$ cat config.mk
export PLATFORM = sky130hd
export DESIGN_NAME = pulse_timing_monitor_flat
export DESIGN_NICKNAME = d
export VERILOG_FILES = /design/src/rtl/pulse_timing_monitor_if.sv /design/src/rtl/pulse_timing_monitor.sv /design/src/flat_wrapper.sv
export SDC_FILE = /design/constraint.sdc
export NUM_CORES = 1
export LEC_CHECK = 0
export BUFFER_PORTS_ARGS = -buffer_cell sky130_fd_sc_hd__buf_2
export CAP_MARGIN = 15
export CORE_MARGIN = 2
export CORE_UTILIZATION = 30
export DETAILED_ROUTE_END_ITERATION = 8
export HOLD_SLACK_MARGIN = 0.06
export REMOVE_ABC_BUFFERS = 1
export SLEW_MARGIN = 10
export SYNTH_ARGS = -nofsm -noshare
export SYNTH_HDL_FRONTEND = slang
export SYNTH_SLANG_ARGS = --single-unit
export TNS_END_PERCENT = 30
$ cat constraint.sdc
create_clock -name clk -period 4.59 [get_ports clk]
set_input_delay 0.459 -clock clk [delete_from_list [all_inputs] [get_ports clk]]
set_output_delay 0.459 -clock clk [all_outputs]
set_load 0.05 [all_outputs]
$ cat src/rtl/pulse_timing_monitor_if.sv
// Result-bank read port and valid/ack handshake of the pulse timing monitor.
// master = monitor side, slave = result consumer.
interface pulse_timing_monitor_if #(
   parameter int NCH = 4,
   parameter int CW  = 16
);
   localparam int SW = (NCH > 1) ? $clog2(NCH) : 1;

   logic [SW-1:0] rd_sel;
   logic [CW-1:0] rd_rise;
   logic [CW-1:0] rd_width;
   logic [7:0]    rd_count;
   logic          res_valid;
   logic          res_ack;
   logic          overrun;
   logic          busy;

   modport master (
      input  rd_sel,
      input  res_ack,
      output rd_rise,
      output rd_width,
      output rd_count,
      output res_valid,
      output overrun,
      output busy
   );

   modport slave (
      output rd_sel,
      output res_ack,
      input  rd_rise,
      input  rd_width,
      input  rd_count,
      input  res_valid,
      input  overrun,
      input  busy
   );
endinterface

$ cat src/rtl/pulse_timing_monitor.sv
// Frame-based checker: per-channel first-rise offset, first-pulse width
// and rising-edge count, latched into a bank and handed off via valid/ack.
module pulse_timing_monitor #(
   parameter int NCH          = 4,
   parameter int CW           = 16,
   parameter int FRAME_CYCLES = 1000,
   parameter int SYNC_STAGES  = 2
) (
   input  logic                  clk,
   input  logic                  rst,
   input  logic                  trig_in,
   input  logic [NCH-1:0]        ch_in,
   pulse_timing_monitor_if.master bus
);
   localparam int W = NCH + 1;
   localparam logic [CW-1:0] LAST = CW'(FRAME_CYCLES - 1);

   typedef enum logic [1:0] {IDLE, MEAS, DONE} state_t;

   state_t state;
   state_t state_nx;

   logic [W-1:0]   sync_q [SYNC_STAGES];
   logic [W-1:0]   prev;
   logic [W-1:0]   lvl;
   logic [W-1:0]   rise_v;
   logic [NCH-1:0] ch_lvl;
   logic [NCH-1:0] ch_rise;
   logic           trig_rise;

   logic [CW-1:0] timer;
   logic          busy;
   logic          start;
   logic          meas;
   logic          commit;

   logic [CW-1:0] w_rise  [NCH];
   logic [CW-1:0] w_width [NCH];
   logic [7:0]    w_cnt   [NCH];
   logic [NCH-1:0] w_seen;
   logic [NCH-1:0] w_open;

   logic [CW-1:0] b_rise  [NCH];
   logic [CW-1:0] b_width [NCH];
   logic [7:0]    b_cnt   [NCH];
   logic          valid_q;
   logic          ovr_q;

   // Trigger and channels share one synchronizer chain so offsets stay pin-relative.
   assign lvl       = sync_q[SYNC_STAGES-1];
   assign rise_v    = lvl & ~prev;
   assign trig_rise = rise_v[NCH];
   assign ch_lvl    = lvl[NCH-1:0];
   assign ch_rise   = rise_v[NCH-1:0];

   // Synchronizer flops plus the one-cycle-delayed copy for edge detection.
   always_ff @(posedge clk) begin
      if (rst) begin
         for (int i = 0; i < SYNC_STAGES; i++)
            sync_q[i] <= '0;
         prev <= '0;
      end else begin
         sync_q[0] <= {trig_in, ch_in};
         for (int i = 1; i < SYNC_STAGES; i++)
            sync_q[i] <= sync_q[i-1];
         prev <= lvl;
      end
   end

   // FSM state register.
   always_ff @(posedge clk) begin
      if (rst) state <= IDLE;
      else     state <= state_nx;
   end

   // FSM next state: a trigger in MEAS restarts the frame.
   always_comb begin
      state_nx = state;
      unique case (state)
         IDLE: if (trig_rise) state_nx = MEAS;
         MEAS: begin
            if (trig_rise)          state_nx = MEAS;
            else if (timer == LAST) state_nx = DONE;
         end
         DONE:    state_nx = IDLE;
         default: state_nx = IDLE;
      endcase
   end

   // FSM outputs: trigger cycle is frame offset 0, MEAS covers the rest.
   always_comb begin
      busy   = 1'b0;
      start  = 1'b0;
      meas   = 1'b0;
      commit = 1'b0;
      unique case (state)
         IDLE: start = trig_rise;
         MEAS: begin
            busy  = 1'b1;
            meas  = 1'b1;
            start = trig_rise;
         end
         DONE:    commit = 1'b1;
         default: ;
      endcase
   end

   // Frame timer; the trigger cycle is offset 0 so MEAS resumes at 1.
   always_ff @(posedge clk) begin
      if (rst)       timer <= '0;
      else if (start) timer <= CW'(1);
      else if (meas)  timer <= timer + CW'(1);
      else            timer <= '0;
   end

   // Per-channel working measurements for the frame in progress.
   always_ff @(posedge clk) begin
      if (rst) begin
         for (int i = 0; i < NCH; i++) begin
            w_rise[i]  <= '1;
            w_width[i] <= '0;
            w_cnt[i]   <= '0;
         end
         w_seen <= '0;
         w_open <= '0;
      end else if (start) begin
         for (int i = 0; i < NCH; i++) begin
            w_rise[i]  <= ch_rise[i] ? '0 : '1;
            w_width[i] <= ch_rise[i] ? CW'(1) : '0;
            w_cnt[i]   <= ch_rise[i] ? 8'd1 : 8'd0;
         end
         w_seen <= ch_rise;
         w_open <= ch_rise;
      end else if (meas) begin
         for (int i = 0; i < NCH; i++) begin
            if (ch_rise[i] && w_cnt[i] != 8'hFF)
               w_cnt[i] <= w_cnt[i] + 8'd1;
            if (ch_rise[i] && !w_seen[i]) begin
               w_seen[i]  <= 1'b1;
               w_open[i]  <= 1'b1;
               w_rise[i]  <= timer;
               w_width[i] <= CW'(1);
            end else if (w_open[i]) begin
               if (!ch_lvl[i])
                  w_open[i] <= 1'b0;
               else if (w_width[i] != '1)
                  w_width[i] <= w_width[i] + CW'(1);
            end
         end
      end
   end

   // Result bank and handshake: commit beats a same-cycle ack.
   always_ff @(posedge clk) begin
      if (rst) begin
         for (int i = 0; i < NCH; i++) begin
            b_rise[i]  <= '1;
            b_width[i] <= '0;
            b_cnt[i]   <= '0;
         end
         valid_q <= 1'b0;
         ovr_q   <= 1'b0;
      end else if (commit) begin
         if (!valid_q || bus.res_ack) begin
            for (int i = 0; i < NCH; i++) begin
               b_rise[i]  <= w_rise[i];
               b_width[i] <= w_width[i];
               b_cnt[i]   <= w_cnt[i];
            end
            valid_q <= 1'b1;
         end else begin
            ovr_q <= 1'b1;
         end
      end else if (bus.res_ack) begin
         valid_q <= 1'b0;
      end
   end

   // Combinational bank read; out-of-range selects read zero.
   always_comb begin
      bus.rd_rise  = '0;
      bus.rd_width = '0;
      bus.rd_count = '0;
      if (int'(bus.rd_sel) < NCH) begin
         bus.rd_rise  = b_rise[bus.rd_sel];
         bus.rd_width = b_width[bus.rd_sel];
         bus.rd_count = b_cnt[bus.rd_sel];
      end
   end

   assign bus.res_valid = valid_q;
   assign bus.overrun   = ovr_q;
   assign bus.busy      = busy;
endmodule

$ cat src/flat_wrapper.sv
// flat-port wrapper written by rule: the top's interface ports become plain ports
module pulse_timing_monitor_flat 
#(
   parameter int NCH          = 4,
   parameter int CW           = 16,
   parameter int FRAME_CYCLES = 1000,
   parameter int SYNC_STAGES  = 2
)
  (clk, rst, trig_in, ch_in, bus_rd_sel, bus_res_ack, bus_rd_rise, bus_rd_width, bus_rd_count, bus_res_valid, bus_overrun, bus_busy);
  pulse_timing_monitor_if #(.NCH(NCH), .CW(CW)) bus_i ();
  input  logic clk;
  input  logic rst;
  input  logic trig_in;
  input  logic [NCH-1:0] ch_in;
  input wire logic [$bits(bus_i.rd_sel)-1:0] bus_rd_sel;
  input wire logic [$bits(bus_i.res_ack)-1:0] bus_res_ack;
  output wire logic [$bits(bus_i.rd_rise)-1:0] bus_rd_rise;
  output wire logic [$bits(bus_i.rd_width)-1:0] bus_rd_width;
  output wire logic [$bits(bus_i.rd_count)-1:0] bus_rd_count;
  output wire logic [$bits(bus_i.res_valid)-1:0] bus_res_valid;
  output wire logic [$bits(bus_i.overrun)-1:0] bus_overrun;
  output wire logic [$bits(bus_i.busy)-1:0] bus_busy;
  assign bus_i.rd_sel = bus_rd_sel;
  assign bus_i.res_ack = bus_res_ack;
  assign bus_rd_rise = bus_i.rd_rise;
  assign bus_rd_width = bus_i.rd_width;
  assign bus_rd_count = bus_i.rd_count;
  assign bus_res_valid = bus_i.res_valid;
  assign bus_overrun = bus_i.overrun;
  assign bus_busy = bus_i.busy;
  pulse_timing_monitor #(.NCH(NCH), .CW(CW), .FRAME_CYCLES(FRAME_CYCLES), .SYNC_STAGES(SYNC_STAGES)) u_core (.clk(clk), .rst(rst), .trig_in(trig_in), .ch_in(ch_in), .bus(bus_i));
endmodule
==> results.md, run 1 <==
* Status: completed
* Cells after Synth at 1,249
* Dominant synthesized flop cell: edfxtp_1
* Switching power at 1.69 mW
* Setup Viol. Count Final at 0
* Initial antenna violation count at 1
* GRT met1 Usage at 0.183
* Die width at 236 µm
* Port Buf Inserts at 52
* Sequential area share after synthesis at 0.634
* Initial Utilization at 0.302
* Grt peak-use layer: met2
* CP endpoint kind: register
* Sequential share of power at 0.511
* Number of fill cells at 5,154
* Antenna diodes at 0
* Placer Congestion at 0.807
* DP Cell Count at 1,941
* Clk buf depth at 3
* CTS-repair resized insts at 0
* Postcts setup bufs at 0
* Synth top area cells: edfxtp_1, dfxtp_1, mux4_2, and2_1, a21o_1
* Met3 GRT Util at 0.0222
* Final Skew at 17.0 ps
* Worst Hold End: u_core.sync_q[0][2]$_SDFF_PP0_
* Synth warn at 0
* Synth cell count leaders: edfxtp_1, nor2_1, and2_1, or3_1, dfxtp_1
* Unrepaired setup endpoints after global routing: false
* Async set-reset flop share out of synthesis at 0
* Worst R2R Path Depth at 6
* Total wire length at 36.7 mm
* Post-Synthesis Cell Area at 16,200 µm²
* Post-synth EDFFs at 297
* GRT met2 Usage at 0.211
* Critical Path RT at 4760 ps
* CP Class: reg2reg
* WHS Path Cells at 2
* VDD IR max at 224 µV
* Pre-Repair DR Iteration Count at 5
* Hold Path Class: in2reg
* Hold buffer count at CTS at 0
* Final worst path period share at 0.691
* GRT overflow at 0
* Pwr dens at 396 nW/µm²
* Fin nets at 1,306
* Post-synthesis area per instance at 12.9 µm²
* Maximum fanout along the worst path at 16
* Worst-Margin Slew at 1010 ps
* Vias per cell at 4.90
* Die height at 236 µm
* Logic pwr share at 0.057
* Origin of the critical flop-to-flop path: u_core.state[1]$_SDFFE_PP0P_
* Leak Pwr at 5.88 nW
* Num rows at 85
* Largest net degree at the start of global routing at 93
* I/O Pins at 53
* Worst-path clk slew at 60 ps
* Internal power at 5.61 mW
* Final Hold Vio Count at 0
* Top cell type's share of synthesized area at 0.552
* Tmin final at 3170 ps
* Layout cells sized above 1 at 0.138
* CTS tree: built
* Count leader, synth: edfxtp_1
* Net Sw Frac at 0.231
* Synth-to-layout area growth at 14.1%
* Post-DP HPWL at 24.2 mm
* TritonCTS Buffers at 39
* Antenna Nets Post-Route at 0
* HP Start: ch_in[2]
* Crit path DAT at 3340 ps
* Synth cell types at 58
* FF+latch count, synth at 363
* Die Area at 55,700 µm²
* Worst R2R Setup Slack at 1420 ps
* Core area at 53,500 µm²
* Fmax at 315 MHz
* Vias in the first global route at 9,728
* Final cell count without fillers at 2,013
* Max Slew Vio Count at 0
* Gr usage total at 0.131
* Htree depth at 2
* Synth area leader: edfxtp_1
* Max cap viols at 0
* Max-Slew Margin vs Limit at 0.328
* Clock network fraction of total power at 0.432
* Clk sink count at 363
* DR vias at 9,869
* DR DRC count at 0
* Reg-to-Reg End: u_core.w_width[3][3]$_SDFFCE_PN0P_
* Root Driver: clkbuf_16
* CP Launch Type: register
* Power Total at 7.29 mW
* Worst skew pair latency at 550 ps
* First-pass GRT wire length at 57.4 mm
* Average wire per standard cell at 18.3 µm
* 1st-iter DRT viols at 842
==> cell type report <==
type / count / area (µm²) / area share
multi-input combinational: 796 / 5560 / 0.301
clock inverter: 21 / 236 / 0.0128
timing repair buffer: 74 / 453 / 0.0246
sequential: 363 / 10200 / 0.556
inverter: 13 / 48.8 / 0.00265
clock buffer: 50 / 1030 / 0.0557
tap: 696 / 871 / 0.0472
==> cell usage in the layout, fill, tap and decap left out, types with 7 or more instances in the layout <==
master     count
dfxtp_1       66
nand2_1       55
clkinv_1       7
ha_1           9
o211ai_1       8
nand2b_1      16
nand4_1       21
nor4_1         7
and2_1        99
a21oi_1       17
clkbuf_16     39
buf_4         21
clkbuf_1      10
xnor2_1       35
nor2b_1       20
nor2_1       126
nand3_1       46
o21ai_1       13
and4_1         8
mux4_2        40
and3_1        18
buf_2         51
nor3_1        18
xor2_1        46
or3_1         69
edfxtp_1     297
o21ai_0       12
a21o_1        64
inv_1         11
==> state kept, by name, summed over array words and instances (netlist names) <==
register              cells
u_core.b_width           64
u_core.w_seen             4
u_core.sync_q            10
u_core.b_rise            64
u_core.bus.res_valid      1
u_core.bus.overrun        1
u_core.w_rise            64
u_core.w_open             4
u_core.timer             16
u_core.w_cnt             32
u_core.w_width           64
u_core.prev               5
u_core.b_cnt             32
u_core.state              2
==> worst max-delay path by stage <==
| stage | start | to | slack, ps | depth (start not counted) |
|---|---|---|---|---|
| after CTS | u_core.state[1]$_SDFFE_PP0P_ | u_core.w_width[3][9]$_SDFFCE_PN0P_ | 1420 | 6 |
| after global placement | rst | u_core.w_width[3][8]$_SDFFCE_PN0P_ | 1510 | 6 |
| after floorplan | u_core.bus.res_valid$_SDFFE_PP0P_ | u_core.b_cnt[0][0]$_SDFFCE_PN0P_ | -1350 | 3 |
| final | u_core.state[1]$_SDFFE_PP0P_ | u_core.w_width[3][3]$_SDFFCE_PN0P_ | 1420 | 6 |
| after detailed placement | rst | u_core.w_width[3][8]$_SDFFCE_PN0P_ | 1350 | 6 |
| after global routing | u_core.state[1]$_SDFFE_PP0P_ | u_core.w_width[3][0]$_DFFE_PP_ | 1160 | 6 |
==> metal layers <==
metal / vias up / wire (µm) / part of all wire
met2: 240 / 17200 / 0.47
met4: 0 / 773 / 0.021
li1: 4652 / - / -
met3: 57 / 1970 / 0.054
met1: 4920 / 16800 / 0.46
met5: - / 0 / 0
==> per-stage QoR <==
step           setup WS (ps)  hold slack, ps  TNS (ps)  instance area, µm²   util
3_5_place_dp            1350             430         0               17200  0.321
6_report                1420             131         0               18400  0.345
2_1_floorplan          -1350             414   -215570               15800      -
5_1_grt                 1160             123         0               18400  0.345
4_1_cts                 1420             114         0               18400  0.344
3_3_place_gp            1510             426         0               17200  0.321
==> critical path, stage by stage (launching register included) <==
cell and delay (ps):
dfxtp_1 330, nand2b_1 330, inv_2 220, and3_1 340, o2111ai_1 370, a41o_1 520, nand2b_1 680
==> cell families (layout without fill, tap and decap cells) <==
group,after synthesis,after routing,synth area share
flip-flops,363,363,0.634
multiplexers,42,42,0.0570
adder cells (fa/ha/maj),9,9,0.00697
XOR/XNOR,81,81,0.0439
AO/OA/AOI/OAI,135,135,0.0571
buffers and inverters,90,158,0.0235
AND/OR/NAND/NOR,529,529,0.178
==> power groups by stage <==
stage               sequential (mW)  clock [mW]  combinational (mW)
CTS                            3.73        3.21               0.425
global placement               3.80           0               0.420
floorplan                      3.78           0               0.281
detailed placement             3.80           0               0.423
global route                   3.74        3.34               0.444
finish                         3.73        3.15               0.415
Power figures use the tool's default switching activity.
==> run 2: changes to the inputs <==
Settings changed: ABC_AREA set to 1.
Clock period 4.59 ns to 2.9 ns, I/O delays scaled along.
==> run 2 against run 1 <==
Effect of this change: flip-flop and latch count is the same; non-clock buffer count grew 17; clock skew grew 7.1 ps; clock power grew 63%; final area grew 2.7%; global-route usage grew 0.78 points; power grew 62%; critical endpoint is now u_core.w_width[2][0]$_DFFE_PP_; largest cell class unchanged; highest routed layer unchanged.
==> results.md, run 2 <==
* Status: completed
* Pwr dens at 625 nW/µm²
* Synth top area cells: edfxtp_1, dfxtp_1, nor2_1, o21ai_0, inv_1
* I/O Pins at 53
* Synth area leader: edfxtp_1
* Final worst path period share at 0.859
* Layout cells sized above 1 at 0.147
* Power Total at 11.8 mW
* FF+latch count, synth at 363
* DR vias at 11,700
* Gr usage total at 0.139
* Clk sink count at 363
* Post-synthesis area per instance at 9.84 µm²
* Tmin final at 2490 ps
* Die Area at 56,700 µm²
* Max cap viols at 0
* Vias per cell at 4.76
* Hold WS at 411 ps
* Worst skew pair latency at 580 ps
* Vias in the first global route at 11,400
* Final TNS setup at 0 ps
* Pre-Repair DR Iteration Count at 5
* Fmax at 402 MHz
* Core area at 54,000 µm²
* First-pass GRT wire length at 62.6 mm
* Worst R2R Setup Slack at 410 ps
* Initial Utilization at 0.304
* Post-Synthesis Cell Area at 16,400 µm²
* Leak Pwr at 6.51 nW
* Port Buf Inserts at 52
* Clk buf depth at 3
* Hold Path Class: reg2reg
* CTS-repair resized insts at 0
* Htree depth at 2
* Post-synth EDFFs at 297
* CP Class: reg2reg
* Root Driver: clkbuf_16
* Async set-reset flop share out of synthesis at 0
* Crit path DAT at 2800 ps
* Average wire per standard cell at 16.0 µm
* Dominant synthesized flop cell: edfxtp_1
* Commonest non-fill, non-tap cell in the layout: nor2_1
* Synth cell count leaders: nor2_1, edfxtp_1, inv_1, nand2_1, o21ai_0
* Placer Congestion at 0.854
* Worst-path clk slew at 60 ps
* Setup Viol. Count Final at 0
* Die width at 238 µm
* Count leader, synth: nor2_1
* Initial antenna violation count at 0
* Antenna diodes at 0
* CP endpoint kind: register
* Max-Slew Margin vs Limit at 0.432
* Die height at 238 µm
* Antenna Nets Post-Route at 0
* DR DRC count at 0
* Maximum fanout along the worst path at 10
* Post-DP HPWL at 26.6 mm
* Cells after Synth at 1,671
* Most frequent cells in the layout: nor2_1, edfxtp_1, inv_1
* Critical Path RT at 3210 ps
* Sequential area share after synthesis at 0.623
* Synth-to-layout area growth at 15.0%
* Max Slew Vio Count at 0
* CP Launch Type: register
* Top cell type's share of synthesized area at 0.542
* Final Skew at 24.1 ps
* Synth warn at 0
* Final Hold Vio Count at 0
* Fin nets at 1,755
* VDD IR max at 344 µV
* TritonCTS Buffers at 39
* Unrepaired setup endpoints after global routing: false
* Synth cell types at 44
* GRT overflow at 0
* Num rows at 85
* Largest net degree at the start of global routing at 91
* 1st-iter DRT viols at 960
* Worst-Margin Slew at 852 ps
* Total wire length at 39.4 mm
* CTS tree: built
[run 2: cell types whose count changed in the layout (fill, tap and decap cells not counted), moves of 41 or more]
cell	change
or2_2	+65
o22ai_1	+41
or3_1	-69
inv_1	+178
nand2_1	+127
nor2_1	+173
o21ai_0	+160
and2_1	-98
a21o_1	-64
[run 2: worst paths after layout]
| path | start | to | depth (start not counted) |
|---|---|---|---|
| max | u_core.w_width[1][0]$_SDFFCE_PN0P_ | u_core.w_width[2][0]$_DFFE_PP_ | 10 |
| min | u_core.sync_q[0][0]$_SDFF_PP0_ | u_core.sync_q[0][5]$_SDFF_PP0_ | 2 |
| max reg2reg | u_core.w_width[1][0]$_SDFFCE_PN0P_ | u_core.w_width[2][0]$_DFFE_PP_ | 10 |
| min reg2reg | u_core.sync_q[0][0]$_SDFF_PP0_ | u_core.sync_q[0][5]$_SDFF_PP0_ | 2 |
[run 2: what timing repair did]
action / in CTS / in global routing
buffers inserted: 0 / 0
setup endpoints to repair: 0 / 0
hold buffers: 7 / 0
endpoints found under the hold margin: 7 / 0
[run 2: layout make-up]
class                           instances  area (µm²)
Clock buffer                           48        1030
Clock inverter                         23         282
Fill cell                            5413       35100
Inverter                              200         756
Multi-Input combinational cell       1041        5130
Sequential cell                       363       10200
Tap cell                              696         871
Timing Repair Buffer                   91         608
[run 2: power by group]
| part | switching [mW] | leakage, nW | internal, mW |
|---|---|---|---|
| logic | 0.595 | 2.56 | 0.178 |
| registers | 0.0935 | 3.31 | 5.82 |
| clock network | 2.14 | 0.641 | 3.00 |
[run 2: cell families after synthesis]
logic type               Yosys count  share of synthesized area
AO/OA/AOI/OAI                    287                     0.0940
XOR/XNOR                          21                     0.0112
adder cells (fa/ha/maj)            9                    0.00685
buffers and inverters            267                     0.0657
flip-flops                       363                      0.623
AND/OR/NAND/NOR                  724                      0.200
[run 2: metal layers]
layer / global-route usage / up-vias / share of wire
met5: 0 / - / 0
met4: 0.0492 / 0 / 0.028
met3: 0.0244 / 55 / 0.053
met2: 0.229 / 277 / 0.48
met1: 0.184 / 5603 / 0.44
li1: - / 5781 / -
[run 2: metrics by stage]
stage	cells	cell area, µm²	util	worst slack, ps
final	2462	18900	0.350	410
after global routing	2462	18900	0.350	201
after CTS	2462	18900	0.350	380
after detailed placement	2384	17500	0.325	399
after global placement	2384	17500	0.325	363
after floorplan	1604	16100	-	-1970
[run 2: critical path, cell delays in order, from the launching register on]
cell      delay [ps]
edfxtp_1         420
ha_1             190
nand2_1           60
inv_1             90
nand2_1          110
nor2_1           230
nand3_1          160
nand2_1          390
nand4_1          350
nand3_1          150
nand2_1           80
==> run 3: changes to the inputs <==
Settings changed: CORE_ASPECT_RATIO set to 1.2, MAX_ROUTING_LAYER set to met4.
==> run 3 against run 2 <==
Effect of this change: flip-flop and latch count unchanged; via count decreased by 1.2%; clock power decreased by 2%; cell count increased by 0.97%; first-iteration DRC count decreased by 20%; fmax increased by 2.6%; highest routed layer unchanged.
==> results.md, run 3 (synthesis results as in run 2) <==
* Root Driver: clkbuf_16
* Post-DP HPWL at 26.6 mm
* Gr usage total at 0.138
* Worst-Margin Slew at 832 ps
* Maximum fanout along the worst path at 6
* CP Class: reg2reg
* Fin nets at 1,757
* WHS Path Cells at 2
* Clk sink count at 363
* Num rows at 94
* Antenna Nets Post-Route at 0
* Synth-to-layout area growth at 15.5%
* Fmax at 412 MHz
* Multi-input gate area at 5130 µm²
* VDD IR max at 377 µV
* Port Buf Inserts at 52
* TritonCTS Buffers at 38
* Vias per cell at 4.66
* Worst R2R Path Depth at 10
* Hold Path Class: reg2reg
* Critical Path RT at 3320 ps
* Final core utilization at 0.348
* Die Area at 56,700 µm²
* Largest net degree at the start of global routing at 93
* CTS-repair resized insts at 0
* Pwr dens at 616 nW/µm²
* Worst skew pair latency at 560 ps
* First-pass GRT wire length at 60.9 mm
* CP endpoint kind: register
* Setup Viol. Count Final at 0
* Status: completed
* Initial Utilization at 0.301
* Htree depth at 2
* Final TNS setup at 0 ps
* Number of fill cells at 5,475
* Final Hold Vio Count at 0
* Register area at 10,200 µm²
* Max cap viols at 0
* Vias in the first global route at 11,400
* CTS tree: built
* Total wire length at 37.9 mm
* Initial antenna violation count at 0
* Unrepaired setup endpoints after global routing: false
* CP Launch Type: register
* DR vias at 11,600
* Final Skew at 20.9 ps
* Core area at 54,600 µm²
* I/O Pins at 53
* DR DRC count at 0
* Worst-path clk slew at 60 ps
* Final worst path period share at 0.837
* Crit path DAT at 2840 ps
* Die width at 218 µm
* Max Slew Vio Count at 0
* Clk buf depth at 3
* 1st-iter DRT viols at 772
* Average wire per standard cell at 15.2 µm
* Placer Congestion at 0.867
* Tmin final at 2430 ps
* Most frequent cells in the layout: nor2_1, edfxtp_1, inv_1
* GRT overflow at 0
* Die height at 260 µm
* Pre-Repair DR Iteration Count at 5
* Layout cells sized above 1 at 0.149
* Max-Slew Margin vs Limit at 0.445
* Antenna diodes at 0
* Commonest non-fill, non-tap cell in the layout: nor2_1
* Leak Pwr at 6.51 nW
[run 3: per-stage QoR]
step           cells  setup slack [ps]  hold slack (ps)  instance area (µm²)  total power, mW
6_report        2486               472              402                19000             11.7
5_1_grt         2486               324              418                19000             12.1
3_5_place_dp    2411               435              398                17600             6.80
4_1_cts         2486               428              408                19000             11.8
2_1_floorplan   1604             -1970              359                16100             6.52
3_3_place_gp    2411               457              395                17600             6.79
[run 3: path summary, 6_finish.rpt]
path                                      startpoint                            endpoint  slack, ps
hold / removal        u_core.sync_q[0][2]$_SDFF_PP0_      u_core.sync_q[0][7]$_SDFF_PP0_        400
setup reg to reg  u_core.w_width[1][0]$_SDFFCE_PN0P_  u_core.w_width[1][0]$_SDFFCE_PN0P_        470
hold reg to reg       u_core.sync_q[0][2]$_SDFF_PP0_      u_core.sync_q[0][7]$_SDFF_PP0_        400
setup / recovery  u_core.w_width[1][0]$_SDFFCE_PN0P_  u_core.w_width[1][0]$_SDFFCE_PN0P_        470
[run 3: power by group]
group / internal [mW] / switching [mW]
combinational: 0.187 / 0.585
sequential: 5.82 / 0.0920
clock: 2.92 / 2.09
[run 3: layer usage]
layer	GRT usage	vias up	part of all wire
met4	0.0539	0	0.034
met5	-	-	0
met1	0.166	5472	0.43
li1	-	5783	-
met3	0.0179	78	0.035
met2	0.234	241	0.50
[run 3: final cells by class]
class / instances / area share
clock buffers: 50 / 0.0546
clock inverters: 18 / 0.0133
inverters: 200 / 0.0398
multi-input cells: 1041 / 0.270
flip-flops and latches: 363 / 0.539
well taps: 720 / 0.0474
repair buffers: 94 / 0.0352
[run 3: what timing repair did]
item | in CTS | in global routing
buffers inserted | 0 | 0
endpoints found under the hold margin | 9 | 0
hold buffers | 7 | 0
[run 3: worst max-delay path, cell delays in order, from the launching register on]
cell and delay, ps:
edfxtp_1 500, ha_1 220, nand2_1 60, inv_1 90
nand2_1 100, nor2_1 260, nand3_1 220, nand2_1 300
inv_1 170, nor2_1 260, o21a_1 140
